## src/rtl/averager_scheduler.sv

```systemverilog
// -----------------------------------------------------------------------------
// averager_scheduler
//   Time-shares one external averager across N_CHANNELS ADC channels. A
//   round-robin scheduler picks the next enabled channel with a non-zero
//   averaging count. It pulses the averager clear, streams that channel's
//   samples into the averager, and republishes the averager result together
//   with the channel index.
//
// Ports
//   clock, reset     : rising-edge clock, asynchronous active-high reset
//   enable           : keeps the service loop running
//   channel_mask     : bit i set -> channel i is serviced
//   points_cfg       : per-channel averaging count, slice i for channel i
//   ch_data          : per-channel signed sample buses, slice i for channel i
//   avg_data_in      : selected sample to the averager (0 outside RUN)
//   avg_points       : averaging count latched for the current channel
//   avg_run          : averager run enable (high only in RUN)
//   avg_clear        : one-cycle averager clear pulse (CLEAR state)
//   avg_data_out     : averager result
//   avg_data_valid   : averager result strobe (honoured only in RUN)
//   result_data      : published average
//   result_channel   : channel index of result_data
//   result_valid     : one-cycle strobe for result_data/result_channel
//   busy             : high in any state other than IDLE
//   state_dbg        : current FSM state encoding, for observation
//   timeout_err      : sticky RUN watchdog flag (AVG_SCHED_TIMEOUT_EN only)
//
// Handshake: the averager result is accepted in the single RUN cycle in which
// avg_data_valid is high; result_valid is a one-cycle strobe with no back-
// pressure. Downstream logic must capture it in that cycle.
//
// Optional feature: define AVG_SCHED_TIMEOUT_EN to add the RUN watchdog and
// the timeout_err output. Without it, RUN waits indefinitely for the strobe.
// -----------------------------------------------------------------------------
module averager_scheduler #(
   parameter int N_CHANNELS     = 4,
   parameter int DATA_BITS      = 32,
   parameter int AVG_BITS       = 8,
   parameter int TIMEOUT_CYCLES = 4096,
   localparam int CH_W          = (N_CHANNELS > 1) ? $clog2(N_CHANNELS) : 1
) (
   input  logic                            clock,
   input  logic                            reset,
   input  logic                            enable,
   input  logic [N_CHANNELS-1:0]           channel_mask,
   input  logic [N_CHANNELS*AVG_BITS-1:0]  points_cfg,
   input  logic [N_CHANNELS*DATA_BITS-1:0] ch_data,
   output logic [DATA_BITS-1:0]            avg_data_in,
   output logic [AVG_BITS-1:0]             avg_points,
   output logic                            avg_run,
   output logic                            avg_clear,
   input  logic [DATA_BITS-1:0]            avg_data_out,
   input  logic                            avg_data_valid,
   output logic [DATA_BITS-1:0]            result_data,
   output logic [CH_W-1:0]                 result_channel,
   output logic                            result_valid,
   output logic                            busy,
   output logic [2:0]                      state_dbg
`ifdef AVG_SCHED_TIMEOUT_EN
   ,output logic                           timeout_err
`endif
);

   typedef enum logic [2:0] {
      ST_IDLE    = 3'd0,
      ST_SELECT  = 3'd1,
      ST_CLEAR   = 3'd2,
      ST_RUN     = 3'd3,
      ST_PUBLISH = 3'd4
   } state_t;

   state_t          state_q;
   logic [CH_W-1:0] last_ch_q;
   logic [CH_W-1:0] cur_ch_q;

   // Unpack the flat configuration and data buses into per-channel arrays.
   logic [AVG_BITS-1:0]  pts_arr [N_CHANNELS];
   logic [DATA_BITS-1:0] dat_arr [N_CHANNELS];

   for (genvar g = 0; g < N_CHANNELS; g++) begin : g_unpack
      assign pts_arr[g] = points_cfg[g*AVG_BITS +: AVG_BITS];
      assign dat_arr[g] = ch_data[g*DATA_BITS +: DATA_BITS];
   end

   // Round-robin search starting at last_ch+1. The candidate index is stepped
   // with an explicit wrap so that non-power-of-two channel counts never
   // address a missing channel.
   logic            sel_found_d;
   logic [CH_W-1:0] sel_ch_d;
   logic [CH_W-1:0] cand;

   always_comb begin
      sel_found_d = 1'b0;
      sel_ch_d    = '0;
      cand        = last_ch_q;
      for (int k = 0; k < N_CHANNELS; k++) begin
         if (cand == CH_W'(N_CHANNELS - 1)) cand = '0;
         else                               cand = cand + 1'b1;
         if (!sel_found_d && channel_mask[cand] && (pts_arr[cand] != '0)) begin
            sel_found_d = 1'b1;
            sel_ch_d    = cand;
         end
      end
   end

   // The sample path is combinational so the averager sees the live sample
   // from the first RUN cycle; it is forced to 0 in every other state.
   assign avg_data_in = (state_q == ST_RUN) ? dat_arr[cur_ch_q] : '0;
   assign busy        = (state_q != ST_IDLE);
   assign state_dbg   = state_q;

`ifdef AVG_SCHED_TIMEOUT_EN
   localparam int TO_W = $clog2(TIMEOUT_CYCLES + 1);
   logic [TO_W-1:0] run_cnt_q;
   logic            timeout_hit;
   // run_cnt_q counts completed RUN cycles; the watchdog fires at the end of
   // the TIMEOUT_CYCLES-th RUN cycle.
   assign timeout_hit = (run_cnt_q == TO_W'(TIMEOUT_CYCLES - 1));
`else
   // TIMEOUT_CYCLES only matters when the watchdog is compiled in.
   if (TIMEOUT_CYCLES > 0) begin : g_no_watchdog
   end
`endif

   always_ff @(posedge clock or posedge reset) begin
      if (reset) begin
         state_q        <= ST_IDLE;
         last_ch_q      <= CH_W'(N_CHANNELS - 1);
         cur_ch_q       <= '0;
         avg_points     <= '0;
         avg_run        <= 1'b0;
         avg_clear      <= 1'b0;
         result_data    <= '0;
         result_channel <= '0;
         result_valid   <= 1'b0;
`ifdef AVG_SCHED_TIMEOUT_EN
         run_cnt_q      <= '0;
         timeout_err    <= 1'b0;
`endif
      end else begin
         avg_clear    <= 1'b0;
         result_valid <= 1'b0;
         case (state_q)
            ST_IDLE: begin
               if (enable && (|channel_mask)) state_q <= ST_SELECT;
            end
            ST_SELECT: begin
               if (sel_found_d) begin
                  cur_ch_q   <= sel_ch_d;
                  // Held until the next CLEAR so later points_cfg edits do
                  // not disturb an average in progress.
                  avg_points <= pts_arr[sel_ch_d];
                  avg_clear  <= 1'b1;
                  state_q    <= ST_CLEAR;
               end else begin
                  state_q    <= ST_IDLE;
               end
            end
            ST_CLEAR: begin
               avg_run <= 1'b1;
`ifdef AVG_SCHED_TIMEOUT_EN
               run_cnt_q <= '0;
`endif
               state_q <= ST_RUN;
            end
            ST_RUN: begin
               if (avg_data_valid) begin
                  result_data    <= avg_data_out;
                  result_channel <= cur_ch_q;
                  result_valid   <= 1'b1;
                  avg_run        <= 1'b0;
                  state_q        <= ST_PUBLISH;
               end
`ifdef AVG_SCHED_TIMEOUT_EN
               else if (timeout_hit) begin
                  // Abandon this channel without publishing; move on.
                  avg_run     <= 1'b0;
                  timeout_err <= 1'b1;
                  last_ch_q   <= cur_ch_q;
                  state_q     <= ST_SELECT;
               end else begin
                  run_cnt_q <= run_cnt_q + 1'b1;
               end
`endif
            end
            ST_PUBLISH: begin
               last_ch_q <= cur_ch_q;
               state_q   <= enable ? ST_SELECT : ST_IDLE;
            end
            default: state_q <= ST_IDLE;
         endcase
      end
   end

endmodule

```

## config.mk

```make
export PLATFORM = sky130hd
export DESIGN_NAME = averager_scheduler
export DESIGN_NICKNAME = d
export VERILOG_FILES = /design/src/rtl/averager_scheduler.sv
export SDC_FILE = /design/constraint.sdc
export NUM_CORES = 1
export LEC_CHECK = 0
export BUFFER_PORTS_ARGS = -buffer_cell sky130_fd_sc_hd__buf_4
export CAP_MARGIN = 20
export CORE_AREA = 2 2 108 110
export CTS_CLUSTER_SIZE = 8
export DETAILED_ROUTE_END_ITERATION = 10
export DIE_AREA = 0 0 110 112
export PLACE_DENSITY = 0.76
export SLEW_MARGIN = 20
export SYNTH_ARGS = -nofsm -noshare
export SYNTH_HDL_FRONTEND = slang
export SYNTH_SLANG_ARGS = --single-unit
```

## constraint.sdc

```tcl
create_clock -name clock -period 5.3 [get_ports clock]
set_input_delay 0.795 -clock clock [delete_from_list [all_inputs] [get_ports clock]]
set_output_delay 0.795 -clock clock [all_outputs]
set_load 0.1 [all_outputs]
```

==> impl_metrics.env, run 1 <==
export IMPL_outcome="completed"
export IMPL_cts_hold_buf=0
export IMPL_grt_setup_unrepaired="false"
export IMPL_synth_distinct_cells=35
export IMPL_setup_violations=0
export IMPL_synth_xor_area_share_pct=0
export IMPL_core_um2=11200
export IMPL_synth_flop_cell="dfrtp_1"
export IMPL_seq_area_um2=1310
export IMPL_routed_wl_um=12800
export IMPL_min_to="avg_points[7]$_DFFE_PP0P_"
export IMPL_endpoint_kind="primary output"
export IMPL_fmax_ghz=0.327
export IMPL_ys_ff_latch=52
export IMPL_antenna_found_initial=7
export IMPL_critPathLaunchType="flip-flop"
export IMPL_slew_headroom_pct=28.6
export IMPL_numClockSinks=52
export IMPL_cp_required_ns=4.51
export IMPL_met1_usage_pct=23.1
export IMPL_worstHoldStart="avg_points[7]$_DFFE_PP0P_"
export IMPL_clkSlewWorstSetupHoldPaths_ns=0.07
export IMPL_tightest_slew_ns=1.07
export IMPL_grt_start_max_net_pins=53
export IMPL_area_growth_synth_to_final_pct=69.7
export IMPL_grt_pass1_vias=3587
export IMPL_start_util_pct=30.5
export IMPL_layout_nets=726
export IMPL_synth_edf_count=0
export IMPL_drc_errors=0
export IMPL_drv_slew=0
export IMPL_worstSkewPairLatency_ns=0.29
export IMPL_fp_dieW_um=110
export IMPL_synth_area_um2=3400
export IMPL_routed_via_density=5.02
export IMPL_cp_max_fo=35
export IMPL_synth_compound_area_share_pct=7.57
export IMPL_antenna_left=0
export IMPL_hold_path_depth=2
export IMPL_wire_per_inst_um=19.0
export IMPL_fillers=991
export IMPL_numCtsBuffers=5
export IMPL_grtUsageTotal_pct=20.0
export IMPL_period_needed_ns=3.06
export IMPL_ys_warnings_count=0
export IMPL_vias=3390
export IMPL_multi_input_area_um2=1980
export IMPL_r2r_end="result_data[30]$_DFFE_PP0P_"
export IMPL_r2r_start="state_dbg[1]$_DFFE_PP0P_"
export IMPL_fin_skew_ns=0.00423
export IMPL_hold_viol_final=0
export IMPL_grt_util_met3_pct=5.85
export IMPL_hp_class="flip-flop to flip-flop"
export IMPL_cts_setup_buffers=0
export IMPL_clockRootBuffer="clkbuf_16"
export IMPL_final_common_cell="buf_4"
export IMPL_syn_inst=259
export IMPL_die_area_um2=12300
export IMPL_cts_tree="done"
export IMPL_arrival_ns=2.27
export IMPL_yosysSeqAreaShare_pct=38.3
export IMPL_avgSynthCellArea_um2=13.1
export IMPL_io_buffers=280
export IMPL_synthSimpleGateAreaFrac_pct=11.9
export IMPL_setup_tns_final_ns=0
export IMPL_r2r_cells=5
export IMPL_post_cts_resize_count=0
export IMPL_synth_nets=460
export IMPL_clk_path_buf_depth=2
export IMPL_place_gp_congestion=0.826
export IMPL_grt_overflow_total=0
export IMPL_layout_common_cells="buf_4 (282), dfrtp_1 (49), mux2_2 (37), and3_1 (34), mux4_2 (32)"
export IMPL_top_usage_layer="met2"
export IMPL_die_h_um=112
export IMPL_pin_count=281
export IMPL_synth_mux_area_share_pct=38.1
export IMPL_critPathKind="flip-flop to primary output"
export IMPL_grt_first_pass_wirelength_um=18900
export IMPL_htreeDepth=2
export IMPL_async_flop_share_pct=100
export IMPL_rows=39
export IMPL_layout_drive_gt1_share_pct=72.2
export IMPL_use_met2_pct=34.4
export IMPL_drt_iter0_markers=225
export IMPL_cap_viol_max_count=0
export IMPL_synth_top_family_by_area="multiplexers"
export IMPL_fin_crit_sh_pct=57.7
export IMPL_dpl_hpwl_um=10700
export IMPL_drt_pass1_iterations=6
export IMPL_rrSetupSlack_ns=2.73
export IMPL_yosys_area_share_adder_pct=0.368
## cell usage after synthesis, types with 2 or more instances
cell      count  area [µm²]
mux2i_1      16         160
nor3b_1       2        15.0
inv_1         3        11.3
dfrtp_1      50        1250
nand2b_1      2        12.5
buf_6         2        22.5
o21a_1        2        15.0
mux4_2       32         721
a21oi_1       4        20.0
clkbuf_1     13        48.8
or2_2         2        12.5
and3_1       34         213
o21ai_2       2        17.5
dfstp_2       2        52.6
nand2_1      17        63.8
mux2_2       37         417
nor4_1        7        43.8
o221ai_2      8         120
or4_4         2        22.5
buf_2         7        35.0
## state kept, by name (all words and copies together) (netlist names), 2 cells and up
signal / count
state_dbg: 3
result_channel: 2
result_data: 32
avg_points: 8
cur_ch_q: 2
last_ch_q: 2
## stage by stage
| stage | hold slack [ns] | instance area, µm² | setup slack [ns] | cells | util (%) |
|---|---|---|---|---|---|
| detailed placement | 0.481 | 5590 | 2.12 | 661 | 50.0 |
| global placement | 0.478 | 5590 | 2.24 | 661 | 50.0 |
| global route | 0.523 | 5770 | 2.14 | 673 | 51.6 |
| floorplan | 0.604 | 3400 | 2.02 | 259 | - |
| finish | 0.505 | 5780 | 2.24 | 675 | 51.7 |
| CTS | 0.506 | 5760 | 1.97 | 669 | 51.5 |
## area by class of cell
cell class	instances	area share [%]
Antenna cell	6	0.260
Clock buffer	6	2.23
Clock inverter	2	0.672
Inverter	3	0.217
Multi-Input combinational cell	181	34.2
Sequential cell	52	22.6
Tap cell	143	3.10
Timing Repair Buffer	282	36.7
## routing by layer
layer	vias to the layer above	share of wire (%)
li1	1560	-
met1	1648	37
met2	164	52
met3	16	9.3
met4	2	2.1
met5	-	0.10
## cells by family (layout without fill, tap and decap cells)
logic type | after synthesis | count (layout)
AOI/OAI and AO/OA | 25 | 25
adders and majority gates | 1 | 1
buffers and inverters | 26 | 293
DFF | 52 | 52
muxes | 85 | 85
other | 0 | 6
and+or+nand+nor | 70 | 70
## worst max-delay path by stage
stage,startpoint,slack (ns),to
6_report,state_dbg[1]$_DFFE_PP0P_,2.24,avg_data_in[10]
5_1_grt,state_dbg[1]$_DFFE_PP0P_,2.14,avg_data_in[23]
4_1_cts,cur_ch_q[0]$_DFFE_PP0P_,1.97,avg_data_in[29]
3_5_place_dp,points_cfg[24],2.12,avg_points[3]$_DFFE_PP0P_
3_3_place_gp,points_cfg[24],2.24,avg_points[2]$_DFFE_PP0P_
2_1_floorplan,state_dbg[1]$_DFFE_PP0P_,2.02,avg_data_in[10]
## worst max-delay path: stages (launching register included)
cell     delay (ns)
dfrtp_1        0.43
inv_1          0.12
nor2_2         0.81
and3_1         0.31
buf_4          0.30
Power of run 1 is left out: the tool's default activity adds up to more than one toggle a clock period on the data nets, which glitch-free logic cannot reach.
==> inputs of run 2 (changes only) <==
ABC_AREA = 1   (was not set)
PLACE_DENSITY = 0.84   (was 0.76)
clock period = 2.47 ns   (was 5.3 ns; I/O delays follow)
==> run 2 against run 1 <==
First-iteration DRC count up 72%; sequential share of layout area shrank 3.2 points; synthesized area grew 16%; cell area is 17% higher; setup slack lost 2.1 ns; wire length up 20%; critical path depth grew 12; clock skew is 0.0046 ns higher; synthesized cell count up 150%; hold slack worse by 0.26 ns; largest cell class is now multi-input combinational cells; highest routed layer is now met4.
==> impl_metrics.env, run 2 <==
export IMPL_outcome="completed"
export IMPL_yosys_area_top_type="dfrtp_1"
export IMPL_cp_required_ns=2.64
export IMPL_setup_violations=0
export IMPL_avgSynthCellArea_um2=6.10
export IMPL_area_growth_synth_to_final_pct=70.7
export IMPL_cts_hold_buf=0
export IMPL_worstSkewPairLatency_ns=0.28
export IMPL_cts_tree="done"
export IMPL_fin_skew_ns=0.00882
export IMPL_fin_crit_sh_pct=93.5
export IMPL_wire_per_inst_um=14.5
export IMPL_drt_iter0_markers=387
export IMPL_grtUsageTotal_pct=23.5
export IMPL_grt_pass1_vias=4797
export IMPL_antenna_left=0
export IMPL_synth_edf_count=0
export IMPL_tightest_slew_ns=0.802
export IMPL_htreeDepth=2
export IMPL_clockRootBuffer="clkbuf_16"
export IMPL_fp_dieW_um=110
export IMPL_core_um2=11200
export IMPL_hold_viol_final=0
export IMPL_start_util_pct=35.3
export IMPL_synth_distinct_cells=29
export IMPL_syn_inst=646
export IMPL_critPathKind="flip-flop to flip-flop"
export IMPL_r2r_start="last_ch_q[0]$_DFFE_PP1N_"
export IMPL_grt_start_max_net_pins=66
export IMPL_layout_common_cells="buf_4 (287), nand2_1 (173), nor2_1 (152), o21ai_0 (70), dfrtp_1 (46)"
export IMPL_fmax_ghz=0.433
export IMPL_ys_top_cells_by_area="dfrtp_1 (32%), nand2_1 (16%), nor2_1 (15%)"
export IMPL_endpoint_kind="flip-flop"
export IMPL_hp_class="input port to asynchronous set/reset pin"
export IMPL_layout_drive_gt1_share_pct=41.8
export IMPL_setup_tns_final_ns=0
export IMPL_synth_area_um2=3940
export IMPL_synth_top_cell_area_share_pct=31.7
export IMPL_largest_reg_flops=32
export IMPL_r2r_cells=16
export IMPL_clk_path_buf_depth=2
export IMPL_cap_viol_max_count=0
export IMPL_io_buffers=280
export IMPL_drc_errors=0
export IMPL_arrival_ns=2.48
export IMPL_synth_flop_cell="dfrtp_1"
export IMPL_vias=5179
export IMPL_layout_nets=1113
export IMPL_ys_warnings_count=0
export IMPL_synth_top_cells_by_count="nand2_1 (173), nor2_1 (153), o21ai_0 (70)"
export IMPL_grt_overflow_total=0
export IMPL_drt_pass1_iterations=5
export IMPL_diodes=0
export IMPL_die_area_um2=12300
export IMPL_async_flop_share_pct=100
export IMPL_cp_max_fo=8
export IMPL_dpl_hpwl_um=11800
export IMPL_drv_slew=0
export IMPL_final_common_cell="buf_4"
export IMPL_routed_wl_um=15300
export IMPL_yosysSeqAreaShare_pct=33.1
export IMPL_numCtsBuffers=5
export IMPL_whs_ns=0.245
export IMPL_rows=39
export IMPL_critPathLaunchType="flip-flop"
export IMPL_antenna_found_initial=0
export IMPL_fillers=1043
export IMPL_clkSlewWorstSetupHoldPaths_ns=0.07
export IMPL_synth_nets=847
export IMPL_period_needed_ns=2.31
export IMPL_ys_ff_latch=52
export IMPL_r2r_end="avg_points[0]$_DFFE_PP0P_"
export IMPL_slew_headroom_pct=46.4
export IMPL_numClockSinks=52
export IMPL_grt_first_pass_wirelength_um=23300
export IMPL_die_h_um=112
export IMPL_top_register="result_data"
export IMPL_pin_count=281
export IMPL_place_gp_congestion=0.892
export IMPL_rrSetupSlack_ns=0.16
export IMPL_routed_via_density=4.90
export IMPL_yosysMostFrequentCell="nand2_1"
[run 2: cell types whose count changed after synthesis, moves of 32 or more]
cell / delta
mux2_2: -37
nand2_1: +156
o21ai_0: +69
inv_1: +45
nor2_1: +152
nand3_1: +37
and3_1: -34
mux4_2: -32
[run 2: cells by family (layout without fill, tap and decap cells)]
logic type / count (synthesis) / count (layout) / share of synthesized area [%]
compound gates: 110 / 110 / 14.6
fa+ha+maj: 1 / 1 / 0.317
buf+inv: 87 / 353 / 8.82
flops: 52 / 52 / 33.1
simple gates: 396 / 397 / 43.2
[run 2: worst max-delay path, cell delays in order (launching register included)]
cell,delay (ns)
dfstp_2,0.54
ha_2,0.31
inv_2,0.12
nand2_1,0.07
nand2_2,0.09
nor2_1,0.06
nand3_2,0.06
nand2_2,0.07
nor2_4,0.13
nand3_4,0.09
nand2_2,0.08
nand2_4,0.11
nand2_8,0.13
buf_12,0.12
nand2_2,0.04
nand3_1,0.09
nand3_1,0.08
[run 2: what timing repair did]
item | CTS | global route
pin swaps | 0 | 1
setup buffers | 0 | 3
cloned | 0 | 1
setup endpoints to repair | 6 | 9
gates resized for setup | 1 | 3
[run 2: layout make-up]
type	count	area, µm²	share of cell area [%]
tap	143	179	2.66
inverter	54	206	3.07
clock inverter	3	22.5	0.335
timing repair buffer	291	2230	33.2
multi-input combinational	508	2660	39.5
clock buffer	5	125	1.86
sequential	52	1310	19.4
[run 2: stage by stage]
stage               cell area (µm²)  instances  utilization [%]  worst slack [ns]
finish                         6730       1056             60.3             0.159
detailed placement             6530       1044             58.4           -0.0237
global route                   6730       1056             60.3           -0.0354
CTS                            6680       1052             59.8            0.0112
global placement               6530       1044             58.4            0.0862
floorplan                      4300        646                -            0.0226
[run 2: how the worst max path moves through the flow]
stage | slack, ns | to | start | depth (start not counted)
CTS | 0.01 | avg_points[0]$_DFFE_PP0P_ | last_ch_q[0]$_DFFE_PP1N_ | 15
global placement | 0.09 | avg_points[3]$_DFFE_PP0P_ | last_ch_q[0]$_DFFE_PP1N_ | 13
finish | 0.16 | avg_points[0]$_DFFE_PP0P_ | last_ch_q[0]$_DFFE_PP1N_ | 16
global route | -0.04 | avg_points[7]$_DFFE_PP0P_ | last_ch_q[0]$_DFFE_PP1N_ | 17
floorplan | 0.02 | avg_data_in[0] | state_dbg[1]$_DFFE_PP0P_ | 4
detailed placement | -0.02 | avg_points[0]$_DFFE_PP0P_ | last_ch_q[0]$_DFFE_PP1N_ | 13
[run 2: metal layers]
| metal | GRT usage [%] | wire length, µm | part of all wire [%] | vias to the layer above |
|---|---|---|---|---|
| met3 | 4.22 | 1400 | 9.1 | 24 |
| met1 | 28.2 | 5940 | 39 | 2340 |
| li1 | - | - | - | 2553 |
| met2 | 42.9 | 7680 | 50 | 262 |
| met5 | 0 | 0 | 0 | - |
| met4 | 5.23 | 321 | 2.1 | 0 |
Power of run 2 is left out for the same reason.
==> inputs of run 3 (changes only) <==
clock period = 2 ns   (was 2.47 ns; I/O delays follow)
==> run 3 against run 2 <==
The run now ends with setup timing left; cell area grew 39%; first-iteration DRC count grew 37%; flip-flop and latch count is the same; fmax shrank 3.2%; critical path depth is the same; setup slack lost 0.55 ns.
==> impl_metrics.env, run 3 (synthesis results as in run 2) <==
export IMPL_place_area_um2=6920
export IMPL_vias=6356
export IMPL_io_buffers=280
export IMPL_grt_first_pass_wirelength_um=33200
export IMPL_htreeDepth=2
export IMPL_cts_tree="done"
export IMPL_hp_class="input port to asynchronous set/reset pin"
export IMPL_diodes=0
export IMPL_grtUsageTotal_pct=35.3
export IMPL_dpl_hpwl_um=12400
export IMPL_setup_violations=44
export IMPL_crit_path_start="last_ch_q[0]$_DFFE_PP1N_"
export IMPL_core_um2=11200
export IMPL_die_h_um=112
export IMPL_routed_wl_um=25400
export IMPL_layout_nets=1209
export IMPL_grt_pass1_vias=6206
export IMPL_crit_family="simple AND/OR/NAND/NOR gates"
export IMPL_postLayoutCoreUtil_pct=84.0
export IMPL_cp_required_ns=2.18
export IMPL_critPathKind="flip-flop to flip-flop"
export IMPL_violations="setup timing"
export IMPL_die_area_um2=12300
export IMPL_drt_pass1_iterations=7
export IMPL_endpoint_kind="flip-flop"
export IMPL_fmax_ghz=0.419
export IMPL_pre_cts_ws_ns=-0.482
export IMPL_fillers=573
export IMPL_start_util_pct=35.3
export IMPL_critPathLaunchType="flip-flop"
export IMPL_largest_reg_flops=32
export IMPL_grt_setup_unrepaired="true"
export IMPL_numCtsBuffers=5
export IMPL_pin_count=281
export IMPL_antenna_left=0
export IMPL_layout_drive_gt1_share_pct=66.0
export IMPL_critical_path_max_stage_delay_ns=0.57
export IMPL_drc_errors=0
export IMPL_worstSkewPairLatency_ns=0.29
export IMPL_numClockSinks=52
export IMPL_clk_path_buf_depth=2
export IMPL_arrival_ns=2.56
export IMPL_clockRootBuffer="clkbuf_16"
export IMPL_tightest_slew_ns=0.604
export IMPL_routed_via_density=5.52
export IMPL_top_register="result_data"
export IMPL_layout_setup_ws_ns=-0.386
export IMPL_worst_path_buf_inv=3
export IMPL_slew_headroom_pct=59.7
export IMPL_cap_viol_max_count=0
export IMPL_clkSlewWorstSetupHoldPaths_ns=0.07
export IMPL_final_common_cell="buf_4"
export IMPL_grt_start_max_net_pins=38
export IMPL_layout_common_cells="buf_4 (299), nand2_1 (161), nor2_1 (62), nor2_4 (58), o21ai_2 (53)"
export IMPL_drt_iter0_markers=529
export IMPL_crit_slowest_cell="dfstp_2"
export IMPL_area_growth_synth_to_final_pct=138
export IMPL_fin_crit_sh_pct=119
export IMPL_crit_top_cell="nand2_1"
export IMPL_stdcell_area_um2=9390
export IMPL_period_needed_ns=2.39
export IMPL_fin_skew_ns=0.00611
export IMPL_place_gp_congestion=0.902
export IMPL_fp_dieW_um=110
export IMPL_grt_overflow_total=0
export IMPL_crit_chain="ha_4 > inv_2 > nand2_4 > nand2_1 > nand2_4 > nor2_4 > nand3_2 > nand2_4 > buf_6 > o211ai_4 > clkbuf_16 > nand3_2 > nand3_1 > nand2_1 > nand2_1 > nand2_1"
export IMPL_r2r_start="last_ch_q[0]$_DFFE_PP1N_"
export IMPL_wire_per_inst_um=22.1
export IMPL_outcome="finished with violations"
export IMPL_cts_hold_buf=0
export IMPL_antenna_found_initial=0
export IMPL_rows=39
export IMPL_setup_tns_final_ns=-8.14
export IMPL_hold_viol_final=0
export IMPL_cp_max_fo=6
export IMPL_drv_slew=0
==> run 3: cell count changes in the layout (fill, tap and decap cells not counted), moves of 7 or more <==
cell	change
nand3_2	+17
buf_12	+46
buf_8	+7
buf_4	+12
nor2_1	-90
o21ai_0	-65
nand3_1	-18
nand2_1	-12
o21ai_4	+12
nor2_4	+54
nor2_2	+37
nand2_2	+7
o21ai_2	+51
buf_6	+19
==> run 3: timing repair <==
item                                    4_1_cts  5_1_grt
pin swaps                                    62      115
setup buffers                                35       19
endpoints found under the setup margin       44       44
endpoints found under the hold margin         0        0
resized for setup                           285      200
cloned                                       13        3
==> run 3: per-layer routing <==
layer	part of all wire (%)	wire, µm	up-vias	global-route usage, %
li1	-	-	2775	-
met1	34	8660	2890	40.3
met2	47	11800	522	56.5
met3	12	3060	169	12.4
met4	7.3	1870	0	20.1
met5	0	0	-	0
==> run 3: layout make-up <==
class | count | area, µm² | area share [%]
Timing Repair Buffer | 383 | 3780 | 40.3
Multi-Input combinational cell | 511 | 3720 | 39.7
Sequential cell | 52 | 1310 | 13.9
Inverter | 54 | 235 | 2.50
Tap cell | 143 | 179 | 1.91
Clock buffer | 5 | 125 | 1.33
Clock inverter | 3 | 28.8 | 0.306
Timing Repair inverter | 1 | 8.76 | 0.0933
==> run 3: path summary, 6_finish.rpt <==
kind / to / slack, ns / cells after the start
worst max-delay path: avg_points[2]$_DFFE_PP0P_ / -0.39 / 16
worst min-delay path: result_data[14]$_DFFE_PP0P_ / 0.02 / 2
worst max register to register: avg_points[2]$_DFFE_PP0P_ / -0.39 / 16
worst min register to register: result_data[17]$_DFFE_PP0P_ / 0.48 / 2
max in group asynchronous: result_channel[0]$_DFFE_PP0P_ / 1.45 / 3
min in group clock: result_data[26]$_DFFE_PP0P_ / 0.21 / 3
==> run 3: metrics by stage <==
step           hold slack, ns  cells
6_report               0.0191   1152
5_1_grt                0.0527   1152
4_1_cts                0.0273   1136
3_5_place_dp            0.343   1084
3_3_place_gp            0.338   1084
2_1_floorplan           0.417    646
Power of run 3 is left out for the same reason.
